==> src/rtl/cla_mac_accumulator_pkg.sv <==
// Shared types and default widths for the MAC accumulator slice.
// State encoding is fixed so waveforms stay readable across tools.
package cla_mac_accumulator_pkg;

  localparam int PROD_W_DEF = 64;
  localparam int ACC_W_DEF  = 72;
  localparam int CNT_W_DEF  = 8;

  typedef enum logic [1:0] {
    IDLE  = 2'd0,
    ACCUM = 2'd1,
    HOLD  = 2'd2
  } state_e;

endpackage

==> src/rtl/cla_mac_accumulator_adder.sv <==
// n-bit carry-lookahead adder, 4-bit lookahead groups chained.
// Width is padded to a multiple of 4; cout is the carry out of bit n-1.
module CLA_Adder #(
  parameter int n = 72
) (
  input  logic [n-1:0] in1,
  input  logic [n-1:0] in2,
  input  logic         cin,
  output logic [n-1:0] sum,
  output logic         cout
);

  localparam int NB = (n + 3) / 4;
  localparam int NP = NB * 4;

  logic [NP-1:0] a, b, g, p, s;
  logic [NP:0]   full;
  logic          cc, c0, c1, c2, c3;
  logic          unused_hi;

  assign a = NP'(in1);
  assign b = NP'(in2);
  assign g = a & b;
  assign p = a ^ b;

  always_comb begin
    cc = cin;
    c0 = 1'b0;
    c1 = 1'b0;
    c2 = 1'b0;
    c3 = 1'b0;
    s  = '0;
    for (int k = 0; k < NB; k++) begin
      c0 = cc;
      c1 = g[4*k]
         | (p[4*k] & c0);
      c2 = g[4*k+1]
         | (p[4*k+1] & g[4*k])
         | (p[4*k+1] & p[4*k] & c0);
      c3 = g[4*k+2]
         | (p[4*k+2] & g[4*k+1])
         | (p[4*k+2] & p[4*k+1] & g[4*k])
         | (p[4*k+2] & p[4*k+1] & p[4*k] & c0);
      cc = g[4*k+3]
         | (p[4*k+3] & g[4*k+2])
         | (p[4*k+3] & p[4*k+2] & g[4*k+1])
         | (p[4*k+3] & p[4*k+2] & p[4*k+1] & g[4*k])
         | ((&p[4*k+3 -: 4]) & c0);
      s[4*k +: 4] = p[4*k +: 4] ^ {c3, c2, c1, c0};
    end
  end

  // Padding bits are zero, so bit n of the padded sum is the true carry.
  assign full      = {cc, s};
  assign sum       = full[n-1:0];
  assign cout      = full[n];
  assign unused_hi = ^full;

endmodule

==> src/rtl/cla_mac_accumulator.sv <==
// Product-stream accumulator: sums len unsigned products, saturating,
// and hands the total downstream on a valid/ready handshake.
module cla_mac_accumulator
  import cla_mac_accumulator_pkg::*;
#(
  parameter int PROD_W = PROD_W_DEF,
  parameter int ACC_W  = ACC_W_DEF,
  parameter int CNT_W  = CNT_W_DEF
) (
  input  logic              clk,
  input  logic              rst_n,
  input  logic              start,
  input  logic [CNT_W-1:0]  len,
  input  logic              prod_valid,
  output logic              prod_ready,
  input  logic [PROD_W-1:0] product,
  output logic              acc_valid,
  input  logic              acc_ready,
  output logic [ACC_W-1:0]  acc_out,
  output logic              overflow,
  output logic              busy
);

  state_e            state_q, state_d;
  logic [ACC_W-1:0]  acc_q, acc_d;
  logic [CNT_W-1:0]  cnt_q, cnt_d;
  logic [CNT_W-1:0]  len_q, len_d;
  logic              ovf_q, ovf_d;
  logic [ACC_W-1:0]  sum_w;
  logic              carry_w;
  logic              take_w;
  logic              last_w;

  CLA_Adder #(
    .n(ACC_W)
  ) u_add (
    .in1 (acc_q),
    .in2 (ACC_W'(product)),
    .cin (1'b0),
    .sum (sum_w),
    .cout(carry_w)
  );

  assign take_w = (state_q == ACCUM) && prod_valid;
  assign last_w = (cnt_q + CNT_W'(1)) == len_q;

  always_ff @(posedge clk or negedge rst_n) begin
    if (!rst_n) state_q <= IDLE;
    else        state_q <= state_d;
  end

  always_comb begin
    state_d = state_q;
    unique case (state_q)
      IDLE: begin
        if (start)
          state_d = (len == '0) ? HOLD : ACCUM;
      end
      ACCUM: begin
        if (take_w && last_w) state_d = HOLD;
      end
      HOLD: begin
        if (acc_ready) state_d = IDLE;
      end
      default: state_d = IDLE;
    endcase
  end

  always_comb begin
    prod_ready = (state_q == ACCUM);
    acc_valid  = (state_q == HOLD);
    busy       = (state_q != IDLE);
  end

  always_comb begin
    acc_d = acc_q;
    cnt_d = cnt_q;
    len_d = len_q;
    ovf_d = ovf_q;
    if (state_q == IDLE && start) begin
      acc_d = '0;
      cnt_d = '0;
      len_d = len;
      ovf_d = 1'b0;
    end else if (take_w) begin
      cnt_d = cnt_q + CNT_W'(1);
      acc_d = carry_w ? '1 : sum_w;
      ovf_d = ovf_q | carry_w;
    end
  end

  always_ff @(posedge clk or negedge rst_n) begin
    if (!rst_n) begin
      acc_q <= '0;
      cnt_q <= '0;
      len_q <= '0;
      ovf_q <= 1'b0;
    end else begin
      acc_q <= acc_d;
      cnt_q <= cnt_d;
      len_q <= len_d;
      ovf_q <= ovf_d;
    end
  end

  assign acc_out  = acc_q;
  assign overflow = ovf_q;

endmodule

==> config.mk <==
export PLATFORM = sky130hd
export DESIGN_NAME = cla_mac_accumulator
export DESIGN_NICKNAME = d
export VERILOG_FILES = /design/src/rtl/cla_mac_accumulator_pkg.sv /design/src/rtl/cla_mac_accumulator_adder.sv /design/src/rtl/cla_mac_accumulator.sv
export SDC_FILE = /design/constraint.sdc
export NUM_CORES = 1
export LEC_CHECK = 0
export BUFFER_PORTS_ARGS = -buffer_cell sky130_fd_sc_hd__buf_4
export CORE_AREA = 4 4 167 169
export CTS_BUF_LIST = sky130_fd_sc_hd__clkbuf_8
export CTS_CLUSTER_SIZE = 20
export DETAILED_ROUTE_END_ITERATION = 7
export DIE_AREA = 0 0 171 173
export GPL_TIMING_DRIVEN = 0
export HOLD_SLACK_MARGIN = 0.12
export SYNTH_ARGS = -nofsm -noshare
export SYNTH_HDL_FRONTEND = slang
export SYNTH_SLANG_ARGS = --single-unit
==> constraint.sdc <==
create_clock -name clk -period 9.5 [get_ports clk]
set_input_delay 0.95 -clock clk [delete_from_list [all_inputs] [get_ports clk]]
set_output_delay 0.95 -clock clk [all_outputs]
set_load 0.05 [all_outputs]
* Yosys cells after proc, flatten, opt, wreduce, memory -nomap -nowiden
Cells that the tools add are included.
** Storage, ports and cells
- Flip-flop bits (word level) :: 91
- Input port bits :: 77
- Output and inout bits :: 76
- Logic and storage cells :: 510
** Cells by class
- Add/subtract/negate cells :: 1
- Eq/ne operators :: 6
- Multiplexer cells :: 12
- Bitwise gates (word level) :: 461
- Reduce and logical (&&, ||, !) cells :: 25
** Operators with widths (count)
- $and A1 B1 Y1 :: 264
- $mux W72 :: 3
- $or A1 B1 Y1 :: 177
- $and A72 B64 Y72 :: 1
- $xor A4 B4 Y4 :: 18
- $xor A72 B64 Y72 :: 1
- $reduce_and A4 Y1 :: 17
- $mux W8 :: 2
- $add A8 B1 Y8 const B :: 1
- $eq A8 B8 Y1 :: 1
- $logic_not A8 Y1 :: 1
- $mux W2 :: 4
- $pmux W2 S3 :: 1
- $ne A2 B1 Y1 const B :: 2
- $reduce_bool A2 Y1 :: 2
- $logic_and A1 B1 Y1 :: 3
- $reduce_and A3 Y1 :: 1
- $eq A2 B1 Y1 const B :: 1
- $eq A2 B2 Y1 const B :: 1
- $logic_not A2 Y1 :: 1
- $mux W1 :: 2
- $ne A2 B2 Y1 const B :: 1

* Logic depth before layout (Yosys ltp)
- Depth after elaboration :: 43
- Gate-level depth with buffers :: 16
- Gate-level depth less buffers :: 15

* Modules after synthesis
Synthesis repeated with hierarchy kept, for this count alone.
** Unflattened totals
- Cells, all modules :: 826
- Area, all modules :: 7060.5 um^2
** By module, submodules not included
- cla_mac_accumulator :: instances 1, cells each 449, area an instance 4008.8 um^2
- CLA_Adder :: instances 1, cells each 377, area an instance 3051.7 um^2

* Least setup slack after synthesis
No wires, ideal clock.
- Path type :: input-to-reg
- From :: in product[2]
- To :: reg acc_q[61] (netlist: acc_out[61])
- Data arrival time :: 3.735 ns
- Data required time :: 9.377 ns
- Slack :: 5.642 ns
- Stages :: 14
- Cell sequence :: ha_1 > and3_1 > a221o_1 > a22oi_2 > a21oi_2 > a211oi_2 > o41ai_2 > a21oi_2 > inv_1 > a31o_2 > fa_1 > xor2_1 > a22oi_1 > nand2_1
** Between the ends
- Cells in the longest elaborated chain, start to end :: 42
** Ends and longest elaborated chain
- from (decl) :: line cla_mac_accumulator.sv:16 : input logic [PROD_W-1:0] product,
- $and A72 B64 Y72 / $xor A72 B64 Y72 (equally long branches) :: line cla_mac_accumulator_adder.sv:23, cla_mac_accumulator_adder.sv:24
- $and A1 B1 Y1 (on tied branches) :: line cla_mac_accumulator_adder.sv:45, cla_mac_accumulator_adder.sv:46, cla_mac_accumulator_adder.sv:47
- $or A1 B1 Y1, or another cell as far along :: line cla_mac_accumulator_adder.sv:45 : | (p[4*k+3] & g[4*k+2])
- $or A1 B1 Y1 / $and A1 B1 Y1 (equally long branches) :: line cla_mac_accumulator_adder.sv:46, cla_mac_accumulator_adder.sv:47
- $or A1 B1 Y1 * :: line cla_mac_accumulator_adder.sv:47 : | (p[4*k+3] & p[4*k+2] & p[4*k+1] & g[4*k])
- $and A1 B1 Y1 * :: line cla_mac_accumulator_adder.sv:48 : | ((&p[4*k+3 -: 4]) & c0);
- $or A1 B1 Y1 * :: line cla_mac_accumulator_adder.sv:48
- $and A1 B1 Y1 * :: line cla_mac_accumulator_adder.sv:48
- [... 26 more ...]
- $or A1 B1 Y1 :: line cla_mac_accumulator_adder.sv:48
- $and A1 B1 Y1 :: line cla_mac_accumulator_adder.sv:48
- $or A1 B1 Y1 :: line cla_mac_accumulator_adder.sv:48
- $and A1 B1 Y1 :: line cla_mac_accumulator_adder.sv:48
- $or A1 B1 Y1 :: line cla_mac_accumulator_adder.sv:48
- $mux W72 * :: line cla_mac_accumulator.sv:87 : acc_d = carry_w ? '1 : sum_w;
- $mux W72 * :: line cla_mac_accumulator.sv:85 : end else if (take_w) begin
- $mux W72 * :: line cla_mac_accumulator.sv:80 : if (state_q == IDLE && start) begin
- to (signal assigned) :: line cla_mac_accumulator.sv:94 : acc_q <= '0;
- to (signal assigned) :: line cla_mac_accumulator.sv:99 : acc_q <= acc_d;
- to (decl) :: line cla_mac_accumulator.sv:25 : logic [ACC_W-1:0] acc_q, acc_d;
Mark *: on every way between the ends. The rest lies on a longest branch, timed or not. The select of a mux whose other input is x is not followed.
A chain may end at the register's enable or synchronous reset.

* Final worst setup path
Ends and elaborated chain as after synthesis.

==> impl_metrics.ini <==
[sta]
fmax_mhz = 241
slew_headroom_pct = 44.9
finalSetupViolations = 0
hold_viol = 0
final.period_utilization_pct = 43.7
finalSetupTns_ps = 0
final_max_slew_viol_count = 0
worst_pin_slew_ps = 826
rsz0062_at_grt = no
fin_skew_ps = 15.0
setup_ws_ps = 5350
min_period_ps = 4150

[floorplan]
start_util_pct = 24.5
core_area_mm2 = 0.0266
design.die.area_mm2 = 0.0296
die-width_um = 171
rows = 60
io_pins = 153
fp.dieH_um = 173

[logic_synthesis]
synth_area_leaders = dfrtp_1 35%, ha_1 13%, nand2_1 7.3%, a22oi_1 6.7%, fa_1 4.9%
ys_seq_area_share_pct = 35.0
syn_nets = 857
yosysWarnings = 0
synth-edff-count = 0
yosysUniqueCellTypes = 55
async_flop_share_pct = 100
synth-seq-cells = 91
netlist_area_mm2 = 0.00650
avgSynthCellArea_um2 = 9.33
synth.top_cell.area_share_pct = 35.0
synth.largest_area_cell = dfrtp_1
synth-main-ff-cell = dfrtp_1
synthCells = 697

[routing]
drc = 0
wl_per_cell_um = 16.7
antenna_left = 0
vias = 5700
via_per_inst = 4.72
first_pass_iters = 4
finalWirelength_um = 20200
drt_iter0_drc = 303

[clocking]
clk_pin_slew_ps = 110
clock_path_buffers = 2
postCtsSetupRepairBufs = 0
htreeDepth = 3
cts-buffers-inserted = 9
cts_root_buf = clkbuf_8
cts_sinks = 91
cts_tree = yes
postCtsHoldBufs = 0
clkLatencyLatePin_ps = 390
cts.repair.resized = 0

[layout]
final_area_mm2 = 0.00831
mostFrequentLayoutCells = 153 x buf_4, 127 x nand2_1, 91 x dfrtp_1
final_cell_count_no_fill = 1207
final_common_cell = buf_4
multi_input_comb_area_mm2 = 0.00403
drive_above_1_share_pct = 22.3
fill_cells = 2792
seqCellArea_mm2 = 0.00228
nets = 1021
diodes = 0
area_growth_pct = 27.8
fin_util_pct = 31.3

[placement]
dp_slack_ps = 4840
gp_congestion = 0.824
dpl_cell_area_mm2 = 0.00807
dp.cells = 1190
portBuffers = 152
place_hpwl_um = 15300

[setup_path]
worstSetupPathType = in -> reg
startpoint_type = input pin
worstPathMaxFanout = 5
arrival_ps = 4420
crit_required_ps = 9770
r2r.worst_path.cells = 14
critPathCaptureType = flop

[global_route]
grt_pass1_vias = 5636
antenna_found_initial = 0
grt_max_degree = 92
track_usage_pct = 13.4
grt_overflow = 0
grt_pass1_wl_um = 31100

[power_and_ir_drop]
p_per_area_mw_per_mm2 = 312
power_leakage_uw = 0.00442
vdd_drop_max_mv = 0.178

[worst_hold_path]
hold_path.class = in -> async

[job]
cap_violations = 0

[outcome]
outcome = complete, no violations
registers in the layout, indices dropped and copies added, names as in the netlist:
name / count
overflow: 1
state_q: 2
len_q: 8
acc_out: 72
cnt_q: 8
power by group:
part	internal (uW)	switching [uW]
logic	602	1050
registers	517	128
clock network	126	170
final timing paths:
kind / startpoint / to / slack (ps)
setup / recovery: product[2] / acc_out[61] / 5350
hold / removal: rst_n / acc_out[14] / 310
setup reg to reg: acc_out[2] / acc_out[61] / 5610
hold reg to reg: len_q[7] / len_q[7] / 510
max in group asynchronous: rst_n / acc_out[64] / 8520
min in group clk: len_q[7] / len_q[7] / 510
critical path, cell delays in order:
cell      delay [ps]
buf_4            110
ha_1             330
and3_1           190
a221o_1          380
a22oi_2          250
a21oi_2          130
a211oi_2         420
o41ai_2          160
a21oi_2          340
inv_1            140
a31o_2           260
fa_1             370
xor2_1           170
a22oi_1          140
nand2_1           70
final cells by class:
class	instances	share of cell area [%]
multi-input combinational	559	48.5
sequential	91	27.4
timing repair buffer	153	14.1
tap	341	5.14
clock buffer	9	1.49
buffer	27	1.48
clock inverter	7	0.994
inverter	20	0.904
cells by family (layout without fill, tap and decap cells):
group	Yosys count	count (layout)	synth area share [%]
buffers and inverters	47	216	3.04
adders and majority gates	83	83	17.8
DFF	91	91	35.0
muxes	2	2	0.308
and+or+nand+nor	212	212	14.7
AOI/OAI and AO/OA	204	204	21.3
xor gates and xnor gates	58	58	7.82
per-stage QoR:
| stage | hold slack (ps) | power (uW) |
|---|---|---|
| final | 308 | 2590 |
| after global routing | 270 | 2800 |
| after CTS | 517 | 2620 |
| after detailed placement | 492 | 2310 |
| after global placement | 483 | 2290 |
| after floorplan | 465 | 1830 |
metal layers:
layer  routed length [um]  track usage, %
met1                 9240            18.0
met2                 9490            21.5
met3                 1290            3.84
met4                  139            2.58
met5                    0               0
synthesized netlist by cell type, types with 4 or more instances:
library cell	instances
a21o_1	30
a21oi_1	44
a22oi_1	58
and3_1	6
buf_2	5
clkbuf_1	17
dfrtp_1	91
fa_1	16
ha_1	67
inv_1	20
nand2_1	127
nand3_1	10
nand4_1	14
nor2_1	29
nor2b_1	4
nor3_1	4
o211ai_1	11
o21ai_0	30
o21bai_1	5
xnor2_1	25
xor2_1	33
Note: power is estimated with default switching activity, not from simulation.
